<file path="src/rtl/col_sched_pkg.sv">
// col_sched_pkg: shared types and constants for the column scheduler
package col_sched_pkg;
   typedef enum logic {IDLE, SWEEP} state_t;
   localparam int OVR_W = 16;
   localparam int SEC_W_MAX = 16;
   typedef struct packed {
      logic                 valid;
      logic                 mode;
      logic [SEC_W_MAX-1:0] sector;
   } pend_t;
endpackage

</file>
<file path="src/rtl/col_window_calc.sv">
// col_window_calc: sector+mode -> first column and beat count of a sweep
// ports: sector/mode in; start (first column), count (beats in sweep) out
module col_window_calc #(
   parameter int NUM_COLS = 64,
   parameter int WINDOW   = 8
) (
   input  logic [$clog2(NUM_COLS)-1:0] sector,
   input  logic                        mode,
   output logic [$clog2(NUM_COLS)-1:0] start,
   output logic [$clog2(NUM_COLS):0]   count
);
   localparam int SW = $clog2(NUM_COLS);
   localparam int CW = SW + 1;
   localparam logic [SW-1:0] HALF = SW'(WINDOW / 2);
   // SW-bit subtraction wraps modulo NUM_COLS
   assign start = mode ? sector - HALF : sector;
   assign count = mode ? CW'(WINDOW) : CW'(NUM_COLS);
endmodule

</file>
<file path="src/rtl/col_sched.sv">
// col_sched: streams LED column indices per angle step, with a one-deep pending slot
// ports: clk_in/rst_in (async active-high); theta_in/theta_valid_in/mode_in angle step;
//   col_index_out/col_valid_out/col_ready_in/col_last_out column stream; busy_out;
//   overrun_count_out counts overwritten pending steps when COL_SCHED_STATS_EN is defined, else 0
module col_sched
   import col_sched_pkg::*;
#(
   parameter int THETA_RES = 27,
   parameter int NUM_COLS  = 64,
   parameter int WINDOW    = 8
) (
   input  logic                        clk_in,
   input  logic                        rst_in,
   input  logic [THETA_RES-1:0]        theta_in,
   input  logic                        theta_valid_in,
   input  logic                        mode_in,
   output logic [$clog2(NUM_COLS)-1:0] col_index_out,
   output logic                        col_valid_out,
   input  logic                        col_ready_in,
   output logic                        col_last_out,
   output logic                        busy_out,
   output logic [OVR_W-1:0]            overrun_count_out
);
   localparam int SW = $clog2(NUM_COLS);
   localparam int CW = SW + 1;
   state_t state, n_state;
   pend_t pend, n_pend;
   logic [SW-1:0] sector, calc_sector, start, n_idx;
   logic [CW-1:0] count, rem, n_rem;
   logic calc_mode, acc, fin, load, store, ovr_hit, n_valid, n_last;
   logic unused_bits;
   assign sector = theta_in[THETA_RES-1 -: SW];
   assign unused_bits = ^{theta_in[THETA_RES-SW-1:0], pend.sector[SEC_W_MAX-1:SW]};
   // a waiting step always takes precedence over the live input when sourcing the next sweep
   assign calc_sector = pend.valid ? pend.sector[SW-1:0] : sector;
   assign calc_mode = pend.valid ? pend.mode : mode_in;
   col_window_calc #(.NUM_COLS(NUM_COLS), .WINDOW(WINDOW)) u_calc (
      .sector(calc_sector),
      .mode  (calc_mode),
      .start (start),
      .count (count)
   );
   always_comb begin
      acc = col_valid_out & col_ready_in;
      fin = acc & col_last_out;
      load = (state == IDLE & theta_valid_in) | (fin & (pend.valid | theta_valid_in));
      // a step landing on the final beat with an empty slot starts the next sweep directly
      store = theta_valid_in & state == SWEEP & !(fin & !pend.valid);
      ovr_hit = store & pend.valid & !fin;
      n_state = load ? SWEEP : (fin ? IDLE : state);
      n_idx = load ? start : (acc ? col_index_out + 1'b1 : col_index_out);
      n_rem = load ? count : (acc ? rem - 1'b1 : rem);
      n_valid = load | (col_valid_out & !fin);
      n_last = load ? (count == CW'(1)) : (acc ? rem == CW'(2) : col_last_out);
      n_pend = store ? pend_t'({1'b1, mode_in, SEC_W_MAX'(sector)}) : ((fin & pend.valid) ? '0 : pend);
   end
   always_ff @(posedge clk_in or posedge rst_in) begin
      if (rst_in) begin
         state <= IDLE;
         pend <= '0;
         col_index_out <= '0;
         rem <= '0;
         col_valid_out <= 1'b0;
         col_last_out <= 1'b0;
      end else begin
         state <= n_state;
         pend <= n_pend;
         col_index_out <= n_idx;
         rem <= n_rem;
         col_valid_out <= n_valid;
         col_last_out <= n_last;
      end
   end
   assign busy_out = state == SWEEP;
`ifdef COL_SCHED_STATS_EN
   always_ff @(posedge clk_in or posedge rst_in) begin
      if (rst_in) overrun_count_out <= '0;
      else if (ovr_hit && overrun_count_out != '1) overrun_count_out <= overrun_count_out + OVR_W'(1);
   end
`else
   logic unused_ovr;
   assign unused_ovr = ovr_hit;
   assign overrun_count_out = '0;
`endif
endmodule

</file>
<file path="config.mk">
export PLATFORM = sky130hd
export DESIGN_NAME = col_sched
export DESIGN_NICKNAME = d
export VERILOG_FILES = /design/src/rtl/col_sched_pkg.sv /design/src/rtl/col_window_calc.sv /design/src/rtl/col_sched.sv
export SDC_FILE = /design/constraint.sdc
export NUM_CORES = 1
export LEC_CHECK = 0
export BUFFER_PORTS_ARGS = -buffer_cell sky130_fd_sc_hd__buf_2
export CORE_ASPECT_RATIO = 0.7
export CORE_MARGIN = 2
export CORE_UTILIZATION = 48
export CTS_CLUSTER_DIAMETER = 40
export DETAILED_ROUTE_END_ITERATION = 6
export PLACE_DENSITY = 0.79
export SLEW_MARGIN = 10
export SYNTH_ARGS = -nofsm -noshare
export SYNTH_HDL_FRONTEND = slang
export SYNTH_SLANG_ARGS = --single-unit
</file>
<file path="constraint.sdc">
create_clock -name clk_in -period 2.1 [get_ports clk_in]
set_input_delay 0.42 -clock clk_in [delete_from_list [all_inputs] [get_ports clk_in]]
set_output_delay 0.42 -clock clk_in [all_outputs]
set_load 0.005 [all_outputs]
</file>
Word-level counts from Yosys, hierarchy flattened --
Cells that the tools add are included.
Storage, ports and cells: word-level logic and storage cells 46, register bits 24, output and inout port bits 25, bits of input ports 32
Cells by class: bitwise logic cells 13, muxes and demuxes 14, reductions and logical operators 6, equal/unequal tests 2, add/subtract/negate cells 3
Operator list (number):
- $mux 18 | 2
- $mux 6 | 4
- $mux 7 | 3
- $and 1x1->1 | 9
- $eq 7x1->1 const B | 1
- $eq 7x2->1 const B | 1
- $sub 7x1->7 const B | 1
- $add 6x1->6 const B | 1
- $reduce_bool 2->1 | 3
- $sub 6x3->6 const B | 1
- $mux 1 | 5
- $logic_not 1->1 | 3
- $or 1x1->1 | 3
- $not 1->1 | 1

Longest topological paths before layout --
Gate-level depths: netlist of run 1.
depth in word-level cells 6, gate-level depth with buffers 6, mapped depth without buffers 6

By module --
Synthesis of run 1 repeated with hierarchy kept, for this count alone.
Unflattened totals: cells, all modules 155, area total of the unflattened synthesis 1596.5 um2
By module, submodules not included:
- col_sched | times used 1, cells each 135, area each 1446.4 um2, sequential area each 600.6 um2
- col_window_calc | times used 1, cells each 20, area each 150.1 um2, sequential area each 0.0 um2

Worst setup path after synthesis of run 1 --
No wires, ideal clock.
path type register to register, from register pend[17] in the netlist's numbering, to register col_index_out[4], arrival time 1299 ps, path buffers 1, setup slack 675 ps, period minus slack after synthesis 1425 ps, setup time 126 ps, data required time 1974 ps, stages on the path, launching flop included 7, cells stage by stage dfrtp_1 > buf_6 > mux2i_1 > ha_1 > nand2b_1 > xnor2_1 > mux2i_1
Between the ends: cells in the longest elaborated chain, start to end 4, elaborated cells between the ends (all ways) 9, those cells by class add/sub (1); mux (4); bitwise (3); reduce/logical (1)
RTL lines:
- start: declaration | RTL line col_sched.sv:27 | pend_t pend, n_pend;
- start signal: assignment | RTL line col_sched.sv:67 | pend <= n_pend;
- $mux 6 / $or 1x1->1 (equally long branches) | RTL line col_sched.sv:35, col_sched.sv:46
- $sub 6x3->6 / $and 1x1->1 (equally long branches) | RTL line col_window_calc.sv:16, col_sched.sv:46
- $mux 6 / $or 1x1->1 (equally long branches) | RTL line col_window_calc.sv:16, col_sched.sv:46
- $mux 6 / $reduce_bool 2->1 (equally long branches)
- end signal: assignment | RTL line col_sched.sv:68 | col_index_out <= n_idx;
- end: declaration | RTL line col_sched.sv:17 | output logic [$clog2(NUM_COLS)-1:0] col_index_out,
Several ways; a longest one is shown, not always the timed one. A chain may end at the register's enable or synchronous reset.

Final worst setup path of run 1 --
from register pend[17] in the netlist's numbering, to register col_index_out[3]
Same word-level chain as after synthesis.

==> results of run 1 <==
==> sequential cells by signal, summed over array words and instances, names as in the netlist <==
signal,count
busy_out,1
col_index_out,6
pend,8
rem,7
col_last_out,1
col_valid_out,1
==> routing by layer <==
layer	share of wire	wire, um	vias to the layer above
li1	-	-	479
met1	0.43	1210	513
met2	0.49	1390	34
met3	0.059	165	4
met4	0.018	51	0
met5	0	0	-
==> layout by cell type, fill, tap and decap left out, drive strengths merged, types with 2 or more instances in the layout <==
master	count
a211oi	2
nor4	3
nand3	3
ha	4
a22o	7
nand4	3
xor2	8
xnor2	6
nor2	6
and3	3
nand2	8
a21o	2
dfrtp	24
buf	22
mux2i	10
a21oi	4
o21ai	3
conb	16
inv	3
clkbuf	4
==> power by group through the flow <==
| stage | Clock [mW] | Sequential (mW) | Combinational (mW) |
|---|---|---|---|
| global route | 0.353 | 0.853 | 0.683 |
| detailed placement | 0 | 0.832 | 0.606 |
| global placement | 0 | 0.816 | 0.563 |
| floorplan | 0 | 0.790 | 0.457 |
| finish | 0.326 | 0.827 | 0.597 |
| CTS | 0.331 | 0.825 | 0.608 |
==> worst min path at each step <==
stage | startpoint | to | slack, ns | cells past startpoint
after global routing | rst_in | rem[2] | 0.20 | 3
after detailed placement | rst_in | rem[2] | 0.48 | 3
after floorplan | rst_in | busy_out | 0.43 | 1
after global placement | rst_in | rem[5] | 0.48 | 3
final | rst_in | rem[4] | 0.17 | 3
after CTS | rst_in | rem[4] | 0.18 | 3
==> worst max-delay path, cell delays in order, from the launching register on <==
cell,delay (ns)
dfrtp_1,0.72
mux2i_1,0.41
ha_1,0.30
mux2i_1,0.12
nand2_1,0.07
o21ai_0,0.07
==> cell type report <==
cell class	count	area (um^2)
tap	36	45.0
timing repair buffer	22	118
sequential	24	601
fill	255	1260
multi-input combinational	100	716
clock buffer	4	55.1
inverter	3	11.3
==> metrics by stage <==
step                setup WS [ns]  hold slack, ns
detailed placement          0.330           0.484
floorplan                   0.675           0.435
global placement            0.386           0.476
finish                      0.335           0.169
CTS                         0.313           0.183
global route                0.134           0.205
==> kinds of logic after synthesis <==
group | synth area share
AND/OR/NAND/NOR | 0.138
flip-flops | 0.421
AO/OA/AOI/OAI | 0.131
buffers and inverters | 0.117
XOR/XNOR | 0.0860
multiplexers | 0.0702
adder cells (fa/ha/maj) | 0.0351
other | 0.00263
==> out/qor.yml, run 1 <==
synthesis:
  ys_warn_count: 0
  synth_cell_types: 37
  syn_area_per_cell_um2: 10.8
  synth_cells: 132
  yosysTopAreaCell: "dfrtp_1"
  synth_enable_flop_cells: 0
  synth_area_leaders: "dfrtp_1, buf_4, mux2i_1, xor2_1, a22o_1"
  mappedNetlistArea_um2: 1430
  synth_common_cells: "dfrtp_1, buf_4, mux2i_1"
  ys_seq_area_frac: 0.421
  synth_top_area_share: 0.421
  ys_ff_latch: 24
  yosysMostFrequentCell: "dfrtp_1"
  async_reset_ff_frac: 1.00
  synthFlopType: "dfrtp_1"
placement:
  dp.cells: 185
  portBuffers: 19
  gp_congestion: 0.769
  place_area_um2: 1490
  dp_hpwl_mm: 2.14
power:
  p_leak_nw: 0.755
  switching_share: 0.374
  pwr-share-clk: 0.186
  combPwrFrac: 0.341
  p_seq_frac: 0.473
  finalPower_mw: 1.75
  power_switching_mw: 0.654
  p_int_mw: 1.10
  power_density_nw_per_um2: 1130
  worst_ir_drop_vdd_uv: 559
die:
  row_count: 16
  fp.dieH_um: 49.6
  dieWidth_um: 69.2
  core_area_um2: 2800
  start_util: 0.509
  die_area_um2: 3430
  io_pins: 57
global_route:
  gr-max-usage-layer: "met2"
  grt_pass1_vias: 1041
  grt_overflow: 0
  grt.total_usage: 0.186
  use_met1: 0.219
  grt_use_met3: 0.0491
  grt_pass1_wl_mm: 4.89
  antenna_found_initial: 0
  grt.met2_usage: 0.325
  grt_max_degree: 25
clock_network:
  clockRootBuffer: "clkbuf_8"
  clk_pin_slew_ns: 0.09
  cts_hold_buf: 0
  cts-resized-gates: 0
  numCtsBuffers: 3
  cts_num_sinks: 24
  cts.path.max_buffers: 2
  postCtsSetupRepairBufs: 0
  clk-insertion-delay-late_ns: 0.28
  cts_max_level: 1
  cts_tree: "yes"
sta:
  fin_crit_sh: 0.840
  hold_viol_final: 0
  clock.fmax_ghz: 0.567
  max_slew_margin: 0.615
  fin_crit_ns: 1.76
  slew_violations: 0
  tns_ns: 0
  setup_viol: 0
  rsz0062_at_grt: "false"
  worstMarginPinSlew_ns: 0.577
  clock-skew-final_ns: 0.00514
worst_setup_path:
  path_class: "reg -> reg"
  endpoint_kind: "register"
  required_ns: 2.30
  rr_endpoint: "col_index_out[3]"
  worstPathArrival_ns: 1.97
  cp_max_fo: 13
  endpoint: "col_index_out[3]"
  crit_start: "pend[17]"
  timing.rr.start: "pend[17]"
  startpoint_type: "register"
  reg2reg_depth: 5
  r2r_setup_slack_ns: 0.34
routing:
  num_vias: 1030
  firstDrtPassIters: 4
  drtIter0Drc: 51
  drc_errors: 0
  wl_per_cell_um: 14.9
  viasPerCell: 5.45
  routed_wl_mm: 2.82
  antenna_left: 0
hold_path:
  worst_hold_path_type: "in -> async"
final_layout:
  finish.utilization: 0.551
  final_area_um2: 1550
  antenna_cells: 0
  area_growth_pct: 8.33
  fin_nets: 190
  final_cells: 189
  drive_gt1_frac: 0.216
job:
  maxCapViolCount: 0
status:
  outcome: "completed"
(Power assumes the default switching activity.)
==> inputs of run 2 (changes only) <==
- clock period: 2.1 -> 1.8 ns (I/O delays scaled with it)
==> out/qor.yml, run 2 (same netlist as run 1, synthesis figures left out) <==
worst_setup_path:
  endpoint_kind: "register"
  crit_family: "flip-flops"
  path_class: "reg -> reg"
  startpoint_type: "register"
  path_buf_inv: 0
  critPathSlowestCell: "dfrtp_2"
  required_ns: 1.98
  r2r_setup_slack_ns: 0.25
  path_cells: "mux2i_1 > ha_1 > mux2i_1 > nand2_1 > o21ai_0"
  cpMostUsedCell: "mux2i_1"
  worstPathArrival_ns: 1.73
  cpPeakStageDelay_ns: 0.51
  cp_max_fo: 10
die:
  io_pins: 57
  dieWidth_um: 69.2
  die_area_um2: 3430
  core_area_um2: 2800
  row_count: 16
  start_util: 0.509
  fp.dieH_um: 49.6
hold_path:
  worst_hold_path_type: "in -> async"
global_route:
  grt_overflow: 0
  grt_pass1_wl_mm: 4.56
  grt_max_degree: 25
  grt.total_usage: 0.175
  antenna_found_initial: 0
  grt_pass1_vias: 1007
sta:
  slew_violations: 0
  tns_ns: 0
  clock.fmax_ghz: 0.646
  worst_hold_slack_ns: 0.114
  clock-skew-final_ns: 0.00381
  setup_viol: 0
  hold_viol_final: 0
  fin_crit_sh: 0.860
  worst_slack_ns: 0.252
  fin_crit_ns: 1.55
  rsz0062_at_grt: "false"
clock_network:
  cts_max_level: 1
  clockRootBuffer: "clkbuf_8"
  cts.path.max_buffers: 2
  numCtsBuffers: 3
  clk-insertion-delay-late_ns: 0.27
  cts_num_sinks: 24
  postCtsSetupRepairBufs: 0
  clk_pin_slew_ns: 0.08
  cts_tree: "yes"
placement:
  place_area_um2: 1510
  dp_hpwl_mm: 2.01
  dp.cells: 186
  post-place-ws_ns: 0.146
  portBuffers: 19
  gp_congestion: 0.792
routing:
  antenna_left: 0
  viasPerCell: 5.28
  drc_errors: 0
  drtIter0Drc: 39
  wl_per_cell_um: 13.7
  firstDrtPassIters: 4
  num_vias: 1003
  routed_wl_mm: 2.60
status:
  outcome: "completed"
final_layout:
  final_cells: 190
  final_cell_mix: "dfrtp_1, buf_2, conb_1"
  drive_gt1_frac: 0.227
  layout_commonest_cell: "dfrtp_1"
  final_area_um2: 1570
  fin_nets: 191
  largest_reg_flops: 8
  regMostFlops: "pend"
  area_growth_pct: 9.82
  finish.utilization: 0.559
  antenna_cells: 0
  top_regs: "pend (8), rem (7), col_index_out (6)"
power:
  finalPower_mw: 2.03
  worst_ir_drop_vdd_uv: 801
  power_density_nw_per_um2: 1300
  p_leak_nw: 0.761
job:
  maxCapViolCount: 0
## run 2: changes by cell type in the layout (fill, tap and decap cells not counted)
cell / previous run / this run
buf_12: 0 / 1
dfrtp_1: 24 / 23
dfrtp_2: 0 / 1
## run 2: worst paths after layout
path | start | to | cells past startpoint
hold reg to reg | pend[1] | pend[1] | 1
min in group clk_in | theta_in[23] | pend[2] | 2
setup / recovery | pend[17] | col_index_out[3] | 5
hold / removal | rst_in | rem[4] | 3
setup reg to reg | pend[17] | col_index_out[3] | 5
max in group asynchronous | rst_in | pend[17] | 3
## run 2: worst min-delay path, cell delays in order
cell   delay (ns)
buf_2        0.09
inv_1        0.04
buf_4        0.29
## run 2: layout make-up
class / instances / area [um^2]
clock buffers: 4 / 55.1
well taps: 36 / 45.0
multi-input cells: 100 / 716
repair buffers: 23 / 138
inverters: 3 / 11.3
fillers: 256 / 1240
flip-flops and latches: 24 / 602
## run 2: routing by layer
layer	up-vias	wire length, um	part of all wire	track usage
li1	477	-	-	-
met1	487	1220	0.47	0.201
met2	34	1190	0.46	0.304
met3	5	145	0.056	0.0470
met4	0	55	0.021	0.0882
met5	-	0	0	0
## run 2: power breakdown
part,internal (mW),total (mW),switching [mW]
Clock,0.196,0.367,0.172
Combinational,0.365,0.712,0.347
Sequential,0.729,0.956,0.226
Total,1.29,2.03,0.744
## run 2: repair_timing
action,CTS,global route
hold buffers,0,0
setup endpoints to repair,0,1
gates resized for setup,0,1
